`config.mk`:
```
export PLATFORM = sky130hd
export DESIGN_NAME = pool_window_gather_flat
export DESIGN_NICKNAME = d
export VERILOG_FILES = /design/src/rtl/cnn_pkg.sv /design/src/rtl/pool_window_gather_if.sv /design/src/rtl/pool_line_buffer.sv /design/src/rtl/pool_window_gather.sv /design/src/flat_wrapper.sv
export SDC_FILE = /design/constraint.sdc
export NUM_CORES = 1
export LEC_CHECK = 0
export ABC_AREA = 0
export CORE_MARGIN = 1.5
export CORE_UTILIZATION = 55
export CTS_CLUSTER_SIZE = 28
export DETAILED_ROUTE_END_ITERATION = 10
export GPL_TIMING_DRIVEN = 0
export PLACE_DENSITY = 0.81
export SLEW_MARGIN = 20
export SYNTH_ARGS = -nofsm -noshare
export SYNTH_HDL_FRONTEND = slang
export SYNTH_SLANG_ARGS = --single-unit
export TNS_END_PERCENT = 20
```
`constraint.sdc`:
```
create_clock -name clk -period 4.94 [get_ports clk]
set_clock_uncertainty 0.1 [all_clocks]
set_input_delay 0.741 -clock clk [delete_from_list [all_inputs] [get_ports clk]]
set_output_delay 0.741 -clock clk [all_outputs]
set_load 0.05 [all_outputs]
```
`src/rtl/cnn_pkg.sv`:
```
// Shared CNN datapath definitions: one pixel width for the convolution,
// window-gather and max-pooling stages.
package cnn_pkg;

   localparam int DATA_W = 22;

   typedef logic signed [DATA_W-1:0] pixel_t;

   // Counter width for a dimension of n positions, never narrower than 1 bit.
   function automatic int cnt_w(input int n);
      return (n > 1) ? $clog2(n) : 1;
   endfunction

endpackage

```
`src/rtl/pool_window_gather_if.sv`:
```
// Pixel-stream input and 2x2 window output bundle of the window gatherer.
interface pool_window_gather_if #(
   parameter int DATA_W = cnn_pkg::DATA_W
);
   // in_valid: in_data is consumed on every rising edge where it is high; there
   // is no ready, the source must never present a pixel the sink cannot take.
   // win_valid: one-cycle strobe, win_* and win_last are meaningful only then.
   logic              in_valid;
   logic [DATA_W-1:0] in_data;
   logic [DATA_W-1:0] win_tl;
   logic [DATA_W-1:0] win_tr;
   logic [DATA_W-1:0] win_bl;
   logic [DATA_W-1:0] win_br;
   logic              win_valid;
   logic              win_last;
   logic              busy;

   modport master (
      output in_valid, in_data,
      input  win_tl, win_tr, win_bl, win_br, win_valid, win_last, busy
   );

   modport slave (
      input  in_valid, in_data,
      output win_tl, win_tr, win_bl, win_br, win_valid, win_last, busy
   );
endinterface

```
`src/rtl/pool_line_buffer.sv`:
```
// One feature-map row of storage: single write port, two asynchronous read
// ports so the top-left and top-right pixels are available together.
module pool_line_buffer #(
   parameter int DATA_W = 22,
   parameter int DEPTH  = 4,
   parameter int AW     = 2
) (
   input  logic              clk,
   input  logic              we,
   input  logic [AW-1:0]     waddr,
   input  logic [DATA_W-1:0] wdata,
   input  logic [AW-1:0]     raddr_a,
   input  logic [AW-1:0]     raddr_b,
   output logic [DATA_W-1:0] rdata_a,
   output logic [DATA_W-1:0] rdata_b
);

   logic [DATA_W-1:0] mem [DEPTH];

   always_ff @(posedge clk) begin
      if (we) mem[waddr] <= wdata;
   end

   assign rdata_a = mem[raddr_a];
   assign rdata_b = mem[raddr_b];

endmodule

```
`src/rtl/pool_window_gather.sv`:
```
// Reassembles non-overlapping 2x2 windows from a raster pixel stream using a
// single line buffer; each window is presented for one cycle on win_valid.
module pool_window_gather
   import cnn_pkg::*;
#(
   parameter int DATA_W = cnn_pkg::DATA_W,
   parameter int IMG_W  = 4,
   parameter int IMG_H  = 4
) (
   input  logic                 clk,
   input  logic                 rst_n,
   pool_window_gather_if.slave  bus
);

   localparam int COL_W = cnt_w(IMG_W);
   localparam int ROW_W = cnt_w(IMG_H);
   localparam logic [COL_W-1:0] COL_LAST = COL_W'(IMG_W - 1);
   localparam logic [ROW_W-1:0] ROW_LAST = ROW_W'(IMG_H - 1);

   generate
      if ((IMG_W % 2) != 0 || IMG_W < 2) begin : g_bad_w
         $error("pool_window_gather: IMG_W must be even and >= 2");
      end
      if ((IMG_H % 2) != 0 || IMG_H < 2) begin : g_bad_h
         $error("pool_window_gather: IMG_H must be even and >= 2");
      end
   endgenerate

   logic [COL_W-1:0]  col;
   logic [ROW_W-1:0]  row;
   logic [COL_W-1:0]  col_left;
   logic [DATA_W-1:0] prev_px;
   logic [DATA_W-1:0] rd_left;
   logic [DATA_W-1:0] rd_right;
   logic [DATA_W-1:0] tl_q, tr_q, bl_q, br_q;
   logic              valid_q, last_q, busy_q;
   logic              accept, col_wrap, frame_end, lb_we, win_done;

   assign accept    = bus.in_valid;
   assign col_wrap  = (col == COL_LAST);
   assign frame_end = col_wrap && (row == ROW_LAST);
   assign lb_we     = accept && !row[0];
   assign win_done  = accept && row[0] && col[0];
   assign col_left  = col - COL_W'(1);

   // Even rows fill the buffer; odd rows only read it, and the odd row always
   // finishes reading a column pair before the next even row rewrites it.
   pool_line_buffer #(
      .DATA_W (DATA_W),
      .DEPTH  (IMG_W),
      .AW     (COL_W)
   ) u_line_buf (
      .clk     (clk),
      .we      (lb_we),
      .waddr   (col),
      .wdata   (bus.in_data),
      .raddr_a (col_left),
      .raddr_b (col),
      .rdata_a (rd_left),
      .rdata_b (rd_right)
   );

   always_ff @(posedge clk or negedge rst_n) begin
      if (!rst_n) begin
         col <= '0;
         row <= '0;
      end else if (accept) begin
         col <= col_wrap ? '0 : col + COL_W'(1);
         if (col_wrap) row <= (row == ROW_LAST) ? '0 : row + ROW_W'(1);
      end
   end

   always_ff @(posedge clk or negedge rst_n) begin
      if (!rst_n) begin
         prev_px <= '0;
      end else if (accept && row[0] && !col[0]) begin
         prev_px <= bus.in_data;
      end
   end

   // Window registers hold between strobes; only valid/last are pulses.
   always_ff @(posedge clk or negedge rst_n) begin
      if (!rst_n) begin
         tl_q    <= '0;
         tr_q    <= '0;
         bl_q    <= '0;
         br_q    <= '0;
         valid_q <= 1'b0;
         last_q  <= 1'b0;
      end else begin
         valid_q <= win_done;
         last_q  <= win_done && frame_end;
         if (win_done) begin
            tl_q <= rd_left;
            tr_q <= rd_right;
            bl_q <= prev_px;
            br_q <= bus.in_data;
         end
      end
   end

   // The final pixel clears busy even if the next frame starts right away;
   // that next pixel raises it again one cycle later.
   always_ff @(posedge clk or negedge rst_n) begin
      if (!rst_n) busy_q <= 1'b0;
      else if (accept) busy_q <= !frame_end;
   end

   assign bus.win_tl    = tl_q;
   assign bus.win_tr    = tr_q;
   assign bus.win_bl    = bl_q;
   assign bus.win_br    = br_q;
   assign bus.win_valid = valid_q;
   assign bus.win_last  = last_q;
   assign bus.busy      = busy_q;

endmodule

```
`src/flat_wrapper.sv`:
```
// flat-port wrapper written by rule: the top's interface ports become plain ports
module pool_window_gather_flat import cnn_pkg::*;
#(
   parameter int DATA_W = cnn_pkg::DATA_W,
   parameter int IMG_W  = 4,
   parameter int IMG_H  = 4
)
  (clk, rst_n, bus_in_valid, bus_in_data, bus_win_tl, bus_win_tr, bus_win_bl, bus_win_br, bus_win_valid, bus_win_last, bus_busy);
  pool_window_gather_if #(.DATA_W(DATA_W)) bus_i ();
  input  logic clk;
  input  logic rst_n;
  input wire logic [$bits(bus_i.in_valid)-1:0] bus_in_valid;
  input wire logic [$bits(bus_i.in_data)-1:0] bus_in_data;
  output wire logic [$bits(bus_i.win_tl)-1:0] bus_win_tl;
  output wire logic [$bits(bus_i.win_tr)-1:0] bus_win_tr;
  output wire logic [$bits(bus_i.win_bl)-1:0] bus_win_bl;
  output wire logic [$bits(bus_i.win_br)-1:0] bus_win_br;
  output wire logic [$bits(bus_i.win_valid)-1:0] bus_win_valid;
  output wire logic [$bits(bus_i.win_last)-1:0] bus_win_last;
  output wire logic [$bits(bus_i.busy)-1:0] bus_busy;
  assign bus_i.in_valid = bus_in_valid;
  assign bus_i.in_data = bus_in_data;
  assign bus_win_tl = bus_i.win_tl;
  assign bus_win_tr = bus_i.win_tr;
  assign bus_win_bl = bus_i.win_bl;
  assign bus_win_br = bus_i.win_br;
  assign bus_win_valid = bus_i.win_valid;
  assign bus_win_last = bus_i.win_last;
  assign bus_busy = bus_i.busy;
  pool_window_gather #(.DATA_W(DATA_W), .IMG_W(IMG_W), .IMG_H(IMG_H)) u_core (.clk(clk), .rst_n(rst_n), .bus(bus_i));
endmodule
```
==> results of run 1 <==
[area by class of cell]
cell class | count | share of cell area [%]
multi-input cells | 222 | 19.5
inverters | 3 | 0.143
plain buffers | 32 | 1.91
flip-flops and latches | 205 | 57.7
repair buffers | 115 | 12.1
clock buffers | 29 | 5.97
clock inverters | 7 | 0.311
well taps | 176 | 2.28
[metrics by stage]
stage	cell area, sq um	hold slack [ps]	instances	utilization, %
floorplan	7650	345	462	-
global placement	9010	382	752	67.2
detailed placement	9040	391	753	67.4
CTS	9640	112	789	72.0
global route	9650	122	789	72.0
finish	9650	90.4	789	72.0
[how the worst max path moves through the flow]
stage               slack [ps]                                     to                              from
CTS                       2360  u_core.u_line_buf.mem[0][7]$_DFFE_PP_         u_core.col[1]$_DFFE_PN0P_
detailed placement        2090  u_core.u_line_buf.mem[3][7]$_DFFE_PP_                      bus_in_valid
global placement         -1320       u_core.bus.win_tl[4]$_DFFE_PN0P_                             rst_n
floorplan                 2610  u_core.u_line_buf.mem[3][0]$_DFFE_PP_                      bus_in_valid
global route              2280      u_core.bus.win_tl[14]$_DFFE_PN0P_         u_core.col[1]$_DFFE_PN0P_
finish                    2390                          bus_win_tr[7]  u_core.bus.win_tr[7]$_DFFE_PN0P_
[sequential cells by signal, indices dropped and copies added (netlist names)]
register and cells:
u_core.bus.win_last 1, u_core.prev_px 22, u_core.bus.win_br 22, u_core.bus.win_valid 1, u_core.bus.win_tr 22, u_core.u_line_buf.mem 88
u_core.bus.win_tl 22, u_core.bus.busy 1, u_core.col 2, u_core.row 2, u_core.bus.win_bl 22
[power by group]
part / switching, mW / internal, mW
combinational: 2.20 / 1.21
sequential: 0.308 / 2.36
clock: 0.601 / 0.808
[cell usage in the layout, fill, tap and decap left out, drive strengths merged]
| cell type | netlist | routed |
|---|---|---|
| a21oi | 44 | 44 |
| a31oi | 45 | 45 |
| and2 | 4 | 4 |
| and3 | 1 | 1 |
| buf | 24 | 26 |
| clkbuf | 8 | 37 |
| clkdlybuf4s50 | 0 | 113 |
| clkinv | 0 | 7 |
| dfrtp | 117 | 117 |
| edfxtp | 88 | 88 |
| ha | 6 | 6 |
| inv | 3 | 3 |
| mux2 | 68 | 68 |
| mux2i | 44 | 44 |
| nand2 | 2 | 2 |
| nand3 | 1 | 1 |
| nand3b | 1 | 1 |
| nor2 | 2 | 2 |
| nor2b | 1 | 1 |
| o21ai | 2 | 2 |
| or3b | 1 | 1 |
[metal layers]
layer | track usage (%) | up-vias
met1 | 32.4 | 2370
li1 | - | 2011
met4 | 7.79 | 0
met5 | 0 | -
met3 | 4.32 | 40
met2 | 40.3 | 222
[logic make-up after synthesis]
family                   after synthesis  synth area share [%]
buffers and inverters                 35                  2.59
AND/OR/NAND/NOR                       13                  1.13
AO/OA/AOI/OAI                         91                  6.69
multiplexers                         112                  15.8
adder cells (fa/ha/maj)                6                 0.982
flip-flops                           205                  72.8
==> results.tsv, run 1 <==
stage	metric	value	unit
clocking	Clk Latency, worst-skew pair	470	ps
sta	# setup viols final	0	
routing	DR WL met2	8730	um
routing	first-pass iteration count of the detailed router	5	
routing	DRC Markers	0	
sta	Final Hold Fails	0	
sta	Slew @ Worst Pin	639	ps
critical_path	Worst R2R Setup Slack	2390	ps
cells_and_area	Antenna diodes	0	
critical_path	crit path DAT	1710	ps
yosys	#FFs+latches synth	205	
critical_path	reg2reg start	u_core.col[1]$_DFFE_PN0P_	
clocking	CTS Hold Buffers Added	0	
power_and_ir_drop	power density over cell area	777	nW/um^2
global_route	total track usage	24.1	%
sta	Final WS setup	2390	ps
global_route	largest net degree at the start of global routing	68	
routing	initial DRC count	255	
min_path	Min-Delay Path Class	primary input to asynchronous set/reset pin	
floorplan	row cnt	42	
yosys	Yosys top cell by area	dfrtp_1	
yosys	Gate Count Post-Synth	462	
cells_and_area	area grow syn2layout	26.2	%
yosys	number of synthesized flops with an enable pin	88	
placement	port bufs	114	
critical_path	CP startpoint kind	flop	
clocking	clock slew at reported path FFs	60	ps
yosys	count leader, synth	dfrtp_1	
sta	Slew Limit Fails	0	
clocking	Num CTS Buffers	20	
yosys	Most used DFF post-synth	dfrtp_1	
routing	via total after detailed routing	4643	
clocking	cell chosen for the clock root	clkbuf_16	
yosys	syn_nets	493	
global_route	first-pass GRT wire length	26700	um
floorplan	die width	121	um
cells_and_area	layout cells sized above 1	20.7	%
routing	Vias/cell	5.88	
global_route	number of global-route vias before repair	4814	
critical_path	Slowest Stage Delay on Critical Path	820	ps
sta	fin crit share	51.6	%
placement	worst slack at placement	2090	ps
yosys	top cells by area, synth	dfrtp_1, edfxtp_1, mux2_2, mux2i_1, a31oi_1	
cells_and_area	FF+latch area	5570	sq um
routing	routed metal-1 wirelength	6800	um
cells_and_area	# nets final	630	
sta	RSZ-0062 raised after global routing	false	
critical_path	Max FO, Critical Path	2	
critical_path	Worst setup EP type	output port	
floorplan	core area	13400	sq um
yosys	asr flop ratio synth	57.1	%
global_route	gr ovfl total	0	
critical_path	reg2reg path depth	8	
placement	GP Congestion	0.810	
yosys	synth unique cells	22	
cells_and_area	Multi-input gate area	1880	sq um
cells_and_area	number of fill cells	850	
outcome	outcome	complete, no violations	
yosys	top cell type's share of synthesized area	38.3	%
yosys	Cell Area, Synth	7650	sq um
clocking	H-tree depth	1	
routing	met3 wire length	1200	um
power_and_ir_drop	IR drop worst, VDD	0.000459	V
job	MaxCap Viol Count	0	
routing	average wire per standard cell	21.8	um
clocking	Setup Fix Bufs, Post-CTS	0	
critical_path	cell family with most CP delay	buffers and inverters	
yosys	post-synthesis sequential area ratio	72.8	%
yosys	Mapped Avg Cell Area	16.6	sq um
sta	minimum clock period	2550	ps
critical_path	crit path kind	flop to output port	
critical_path	Req. time, crit path	4100	ps
floorplan	Die Ht	121	um
floorplan	total die area	14600	sq um
global_route	initial antenna violation count	0	
routing	Highest Signal Layer	met4	
power_and_ir_drop	Tot Pwr	7.50	mW
clocking	TritonCTS clock tree	done	
critical_path	R2R Path End	u_core.bus.win_tl[16]$_DFFE_PN0P_	
yosys	Synth top cells by count	dfrtp_1, edfxtp_1, mux2_2, a31oi_1	
yosys	Ys Warns	0	
sta	Max-slew headroom	57.4	%
power_and_ir_drop	leakage	3.78	nW
clocking	Max clock buf depth	3	
sta	TNS Setup	0	ps
placement	post-DP HPWL	11000	um
critical_path	cells along the critical path	clkdlybuf4s50_1	
clocking	post-cts sizing count	0	
routing	DRT Wirelength	17200	um
critical_path	Stages on worst setup path	1	
critical_path	Slowest cell on crit path	clkdlybuf4s50_1	
floorplan	starting density of the core	57.1	%
sta	Max Fclk	393	MHz
floorplan	Top Ports	116	
clocking	CTS sink count	205	
routing	post-route ant nets	0	
critical_path	CP bufs+invs	1	
No activity file was read; power rests on OpenSTA's default activity.
==> run 2: changes to the inputs <==
- CORE_UTILIZATION: 55 -> 48
- PLACE_DENSITY: 0.81 -> 0.75
- clock period: 4.94 -> 2.3 ns (I/O delays scaled with it)
==> results.tsv, run 2 (same netlist as run 1, synthesis figures left out) <==
stage	metric	value	unit	change
cells_and_area	most frequent cells in the layout	dfrtp_1, clkdlybuf4s50_1, edfxtp_1, mux2_2, a31oi_1		unchanged
critical_path	Req. time, crit path	2570	ps	was 4100 ps
clocking	cell chosen for the clock root	clkbuf_16		unchanged
sta	fin crit share	97.1	%	
critical_path	CP startpoint kind	flop		unchanged
routing	post-route ant nets	0		unchanged
clocking	Num CTS Buffers	21		was 20
power_and_ir_drop	leakage	3.83	nW	was 3.78 nW
cells_and_area	area grow syn2layout	28.2	%	was 26.2%
critical_path	Worst setup EP type	flop		was output port
sta	Final WS setup	67.8	ps	was 2390 ps
floorplan	Die Ht	129	um	was 121 um
global_route	first-pass GRT wire length	26500	um	was 26700 um
clocking	Clk Latency, worst-skew pair	490	ps	was 470 ps
job	MaxCap Viol Count	0		unchanged
min_path	Min-Delay Path Class	primary input to flop		was primary input to asynchronous set/reset pin
sta	# setup viols final	0		unchanged
floorplan	Top Ports	116		unchanged
power_and_ir_drop	power density over cell area	1680	nW/um^2	was 777 nW/um^2
clocking	H-tree depth	1		unchanged
sta	Max Fclk	448	MHz	
routing	Vias/cell	5.48		was 5.88
cells_and_area	final instance area	9810	sq um	was 9650 sq um
sta	Slew @ Worst Pin	652	ps	was 639 ps
global_route	number of global-route vias before repair	4689		was 4814
sta	RSZ-0062 raised after global routing	true		was false
critical_path	crit path DAT	2500	ps	was 1710 ps
routing	average wire per standard cell	20.5	um	was 21.8 um
floorplan	starting density of the core	49.8	%	was 57.1%
cells_and_area	most common cell after layout, fill and taps aside	dfrtp_1		unchanged
routing	DRT Wirelength	16900	um	was 17200 um
placement	DP Area	9080	sq um	was 9040 sq um
global_route	gr ovfl total	0		unchanged
cells_and_area	# nets final	632		was 630
critical_path	Slowest cell on crit path	dfrtp_1		was clkdlybuf4s50_1
sta	Max-slew headroom	56.5	%	was 57.4%
global_route	total track usage	21.0	%	was 24.1%
cells_and_area	Biggest register	u_core.u_line_buf.mem		unchanged
floorplan	core area	15400	sq um	was 13400 sq um
clocking	CTS sink count	205		unchanged
sta	Fin Hold WS	172	ps	was 90.4 ps
sta	Final Hold Fails	0		unchanged
cells_and_area	layout cells sized above 1	21.6	%	was 20.7%
power_and_ir_drop	IR drop worst, VDD	0.00101	V	was 0.000459 V
routing	via total after detailed routing	4530		was 4643
routing	initial DRC count	224		was 255
placement	port bufs	114		unchanged
sta	minimum clock period	2230	ps	
clocking	clock slew at reported path FFs	60	ps	about the same
cells_and_area	Antenna diodes	0		unchanged
cells_and_area	number of flip-flops in the largest register	88		unchanged
global_route	initial antenna violation count	0		unchanged
critical_path	cells along the critical path	buf_2, buf_6, inv_1, ha_1, buf_2, buf_6, mux2i_1, a21oi_1		was clkdlybuf4s50_1
global_route	largest net degree at the start of global routing	69		was 68
sta	TNS Setup	0	ps	unchanged
routing	first-pass iteration count of the detailed router	4		was 5
clocking	Setup Fix Bufs, Post-CTS	0		unchanged
sta	Slew Limit Fails	0		unchanged
routing	DRC Markers	0		unchanged
floorplan	total die area	16700	sq um	was 14600 sq um
placement	worst slack at placement	-245	ps	was 2090 ps
placement	post-DP HPWL	11200	um	was 11000 um
critical_path	Slowest Stage Delay on Critical Path	420	ps	was 820 ps
critical_path	Max FO, Critical Path	10		was 2
clocking	Max clock buf depth	3		unchanged
outcome	outcome	complete, no violations		unchanged
critical_path	crit path kind	flop to flop		was flop to output port
floorplan	die width	129	um	was 121 um
placement	GP Congestion	0.830		was 0.810
clocking	TritonCTS clock tree	done		unchanged
floorplan	row cnt	45		was 42
-- run 2: cell types whose count changed in the layout (fill, tap and decap cells not counted), sizes merged --
cell and delta:
bufinv +2, clkbuf +1, clkinv -3, dlygate4sd3 +1, inv +2
-- run 2: layout make-up --
class / instances / area, sq um
well taps: 211 / 264
repair buffers: 116 / 1180
plain buffers: 32 / 203
clock inverters: 8 / 98.8
clock buffers: 30 / 589
multi-input cells: 222 / 1890
flip-flops and latches: 205 / 5570
inverters: 3 / 13.8
fillers: 1053 / 5560
-- run 2: worst max-delay path, delay by kind of cell (launching register included) --
| kind | cells | cell delay (ps) |
|---|---|---|
| multiplexers | 1 | 290 |
| buffers and inverters | 5 | 910 |
| adder cells (fa/ha/maj) | 1 | 280 |
| AO/OA/AOI/OAI | 1 | 100 |
| flip-flops | 1 | 420 |
-- run 2: final timing paths --
check / cells after the start / slack (ps) / start / end
setup / recovery: 8 / 70 / u_core.col[1]$_DFFE_PN0P_ / u_core.bus.win_tl[7]$_DFFE_PN0P_
hold / removal: 3 / 170 / bus_in_valid / u_core.row[0]$_DFFE_PN0P_
setup reg to reg: 8 / 70 / u_core.col[1]$_DFFE_PN0P_ / u_core.bus.win_tl[7]$_DFFE_PN0P_
hold reg to reg: 1 / 400 / u_core.prev_px[9]$_DFFE_PN0P_ / u_core.prev_px[9]$_DFFE_PN0P_
max in group asynchronous: 3 / 1130 / rst_n / u_core.bus.win_br[5]$_DFFE_PN0P_
min in group asynchronous: 2 / 260 / rst_n / u_core.bus.win_br[15]$_DFFE_PN0P_
-- run 2: through the flow --
stage / power [mW] / util (%) / std cells
final: 16.5 / 63.8 / 827
after detailed placement: 13.1 / 59.1 / 788
after global placement: 12.9 / 58.9 / 787
after CTS: 16.5 / 63.7 / 827
after floorplan: 10.6 / - / 462
after global routing: 17.2 / 63.8 / 827
-- run 2: per-layer routing --
layer / vias up / global-route usage [%] / wire [um]
met5: - / 0 / 0
met3: 39 / 3.26 / 987
li1: 2022 / - / -
met4: 0 / 7.80 / 451
met1: 2291 / 28.2 / 7100
met2: 178 / 35.1 / 8410
-- run 2: power by group --
part | internal (mW) | total (mW) | leakage [nW] | switching, mW
combinational | 2.66 | 7.32 | 1.34 | 4.67
sequential | 5.08 | 5.75 | 2.16 | 0.675
clock | 2.02 | 3.38 | 0.340 | 1.36
total | 9.76 | 16.5 | 3.83 | 6.71
-- run 2: what timing repair did --
item / in CTS / in global routing
hold endpoints to repair: 49 / 0
cloned: 0 / 0
gates resized for setup: 7 / 3
hold buffers: 1 / 0
pin swaps: 0 / 0
endpoints found under the setup margin: 85 / 14
==> run 3: changes to the inputs <==
- CORE_UTILIZATION: 48 -> 32
- PLACE_DENSITY: 0.75 -> default
==> results.tsv, run 3 (same netlist as run 1, synthesis figures left out) <==
stage	metric	value	unit	change
critical_path	CP bufs+invs	5		unchanged
routing	initial DRC count	228		was 224
min_path	hold depth	3		unchanged
floorplan	Die Ht	158	um	was 129 um
global_route	number of global-route vias before repair	4760		was 4689
clocking	Clk Latency, worst-skew pair	490	ps	about the same
placement	port bufs	114		unchanged
cells_and_area	Layout Cells excl Fill	938		was 827
routing	via total after detailed routing	4490		was 4530
critical_path	reg2reg path depth	8		unchanged
cells_and_area	final instance area	10000	sq um	was 9810 sq um
routing	post-route ant nets	0		unchanged
routing	average wire per standard cell	19.2	um	was 20.5 um
placement	post-DP HPWL	12400	um	was 11200 um
clocking	TritonCTS clock tree	done		unchanged
cells_and_area	number of fill cells	2111		was 1053
clocking	Setup Fix Bufs, Post-CTS	0		unchanged
cells_and_area	most frequent cells in the layout	dfrtp_1, clkdlybuf4s50_1, edfxtp_1, mux2_2, a31oi_1		unchanged
critical_path	Slowest Stage Delay on Critical Path	400	ps	was 420 ps
critical_path	Max FO, Critical Path	10		unchanged
clocking	cell chosen for the clock root	clkbuf_16		unchanged
clocking	clock slew at reported path FFs	60	ps	about the same
sta	fin crit share	95.4	%	was 97.1%
power_and_ir_drop	power density over cell area	1650	nW/um^2	was 1680 nW/um^2
placement	worst slack at placement	-272	ps	was -245 ps
sta	Max-slew headroom	52.1	%	was 56.5%
cells_and_area	number of flip-flops in the largest register	88		unchanged
critical_path	Slowest cell on crit path	dfrtp_1		unchanged
sta	Slew Limit Fails	0		unchanged
power_and_ir_drop	IR drop worst, VDD	0.000924	V	was 0.00101 V
floorplan	core area	23500	sq um	was 15400 sq um
cells_and_area	Biggest register	u_core.u_line_buf.mem		unchanged
routing	Vias/cell	4.79		was 5.48
global_route	largest net degree at the start of global routing	65		was 69
critical_path	Req. time, crit path	2560	ps	was 2570 ps
clocking	Max clock buf depth	3		unchanged
cells_and_area	Antenna diodes	0		unchanged
critical_path	cells along the critical path	clkbuf_4, buf_6, inv_1, ha_1, buf_2, buf_6, mux2i_2, a21oi_1		was buf_2, buf_6, inv_1, ha_1, buf_2, buf_6, mux2i_1, a21oi_1
routing	first-pass iteration count of the detailed router	4		unchanged
clocking	Num CTS Buffers	23		was 21
critical_path	Stages on worst setup path	8		unchanged
job	MaxCap Viol Count	0		unchanged
cells_and_area	FF+latch area	5570	sq um	unchanged
cells_and_area	area grow syn2layout	30.8	%	was 28.2%
global_route	gr ovfl total	0		unchanged
placement	DP Area	9240	sq um	was 9080 sq um
critical_path	cell family with most CP delay	buffers and inverters		unchanged
power_and_ir_drop	leakage	3.85	nW	was 3.83 nW
critical_path	crit path DAT	2460	ps	was 2500 ps
critical_path	Worst setup EP type	flop		unchanged
cells_and_area	most common cell after layout, fill and taps aside	dfrtp_1		unchanged
critical_path	crit path kind	flop to flop		unchanged
floorplan	die width	158	um	was 129 um
sta	Final Hold Fails	0		unchanged
sta	RSZ-0062 raised after global routing	false		was true
outcome	outcome	complete, no violations		unchanged
placement	GP Congestion	0.765		was 0.830
sta	Final WS setup	106	ps	was 67.8 ps
floorplan	Top Ports	116		unchanged
clocking	H-tree depth	1		unchanged
min_path	Min-Delay Path Class	primary input to flop		unchanged
critical_path	Most common cell on crit path	buf_6		
sta	minimum clock period	2190	ps	was 2230 ps
cells_and_area	Multi-input gate area	1890	sq um	about the same
global_route	initial antenna violation count	0		unchanged
sta	Max Fclk	456	MHz	was 448 MHz
sta	# setup viols final	0		unchanged
sta	Slew @ Worst Pin	719	ps	was 652 ps
routing	DRC Markers	0		unchanged
cells_and_area	# nets final	635		was 632
cells_and_area	layout cells sized above 1	21.8	%	was 21.6%
clocking	CTS sink count	205		unchanged
floorplan	starting density of the core	32.6	%	was 49.8%
global_route	total track usage	15.0	%	was 21.0%
routing	DRT Wirelength	18000	um	was 16900 um
floorplan	total die area	24800	sq um	was 16700 sq um
global_route	first-pass GRT wire length	28000	um	was 26500 um
floorplan	row cnt	56		was 45
placement	placed cells	897		was 788
sta	TNS Setup	0	ps	unchanged
critical_path	CP startpoint kind	flop		unchanged
-- run 3: cell count changes in the layout (fill, tap and decap cells not counted), moves of 2 or more --
cell	previous run	this run
clkbuf_1	14	16
mux2i_1	43	41
mux2i_2	1	3
clkbuf_16	21	24
-- run 3: repair_timing --
| item | CTS | global route |
|---|---|---|
| setup endpoints to repair | 85 | 15 |
| resized for setup | 10 | 3 |
| hold buffers | 1 | 0 |
| hold endpoints to repair | 53 | 0 |
-- run 3: final timing paths --
path	end	slack [ps]	startpoint
worst max-delay path	u_core.bus.win_tl[7]$_DFFE_PN0P_	110	u_core.col[1]$_DFFE_PN0P_
worst min-delay path	u_core.row[1]$_DFFE_PN0P_	190	bus_in_valid
worst max register to register	u_core.bus.win_tl[7]$_DFFE_PN0P_	110	u_core.col[1]$_DFFE_PN0P_
worst min register to register	u_core.bus.win_bl[1]$_DFFE_PN0P_	400	u_core.prev_px[1]$_DFFE_PN0P_
max in group asynchronous	u_core.bus.win_bl[3]$_DFFE_PN0P_	1090	rst_n
min in group asynchronous	u_core.bus.win_bl[14]$_DFFE_PN0P_	310	rst_n
-- run 3: worst reg2reg max path: stages (launching register included) --
cell      delay (ps)
dfrtp_1          400
clkbuf_4         210
buf_6            190
inv_1            100
ha_1             270
buf_2            190
buf_6            220
mux2i_2          290
a21oi_1          100
-- run 3: area by class of cell --
cell class	count	area share (%)
inverters	3	0.138
well taps	319	3.99
flip-flops and latches	205	55.7
repair buffers	117	12.1
clock inverters	6	0.575
clock buffers	34	6.58
plain buffers	32	2.05
multi-input cells	222	18.9
-- run 3: routing by layer --
layer	track usage (%)	part of all wire, %	up-vias
li1	-	-	2018
met1	19.8	43	2300
met2	25.1	49	150
met3	2.79	5.7	22
met4	4.40	1.8	0
met5	0	0	-
-- run 3: power breakdown --
group          total, mW  switching, mW  internal, mW
sequential          5.75          0.673          5.08
clock               3.43           1.35          2.09
combinational       7.36           4.68          2.68
total               16.5           6.70          9.85
-- run 3: through the flow --
| stage | hold WS, ps | power [mW] | util, % |
|---|---|---|---|
| floorplan | -50.6 | 10.6 | - |
| global placement | 383 | 13.0 | 39.1 |
| detailed placement | 246 | 13.1 | 39.4 |
| CTS | 172 | 16.7 | 42.6 |
| global route | 197 | 17.3 | 42.6 |
| finish | 188 | 16.5 | 42.6 |
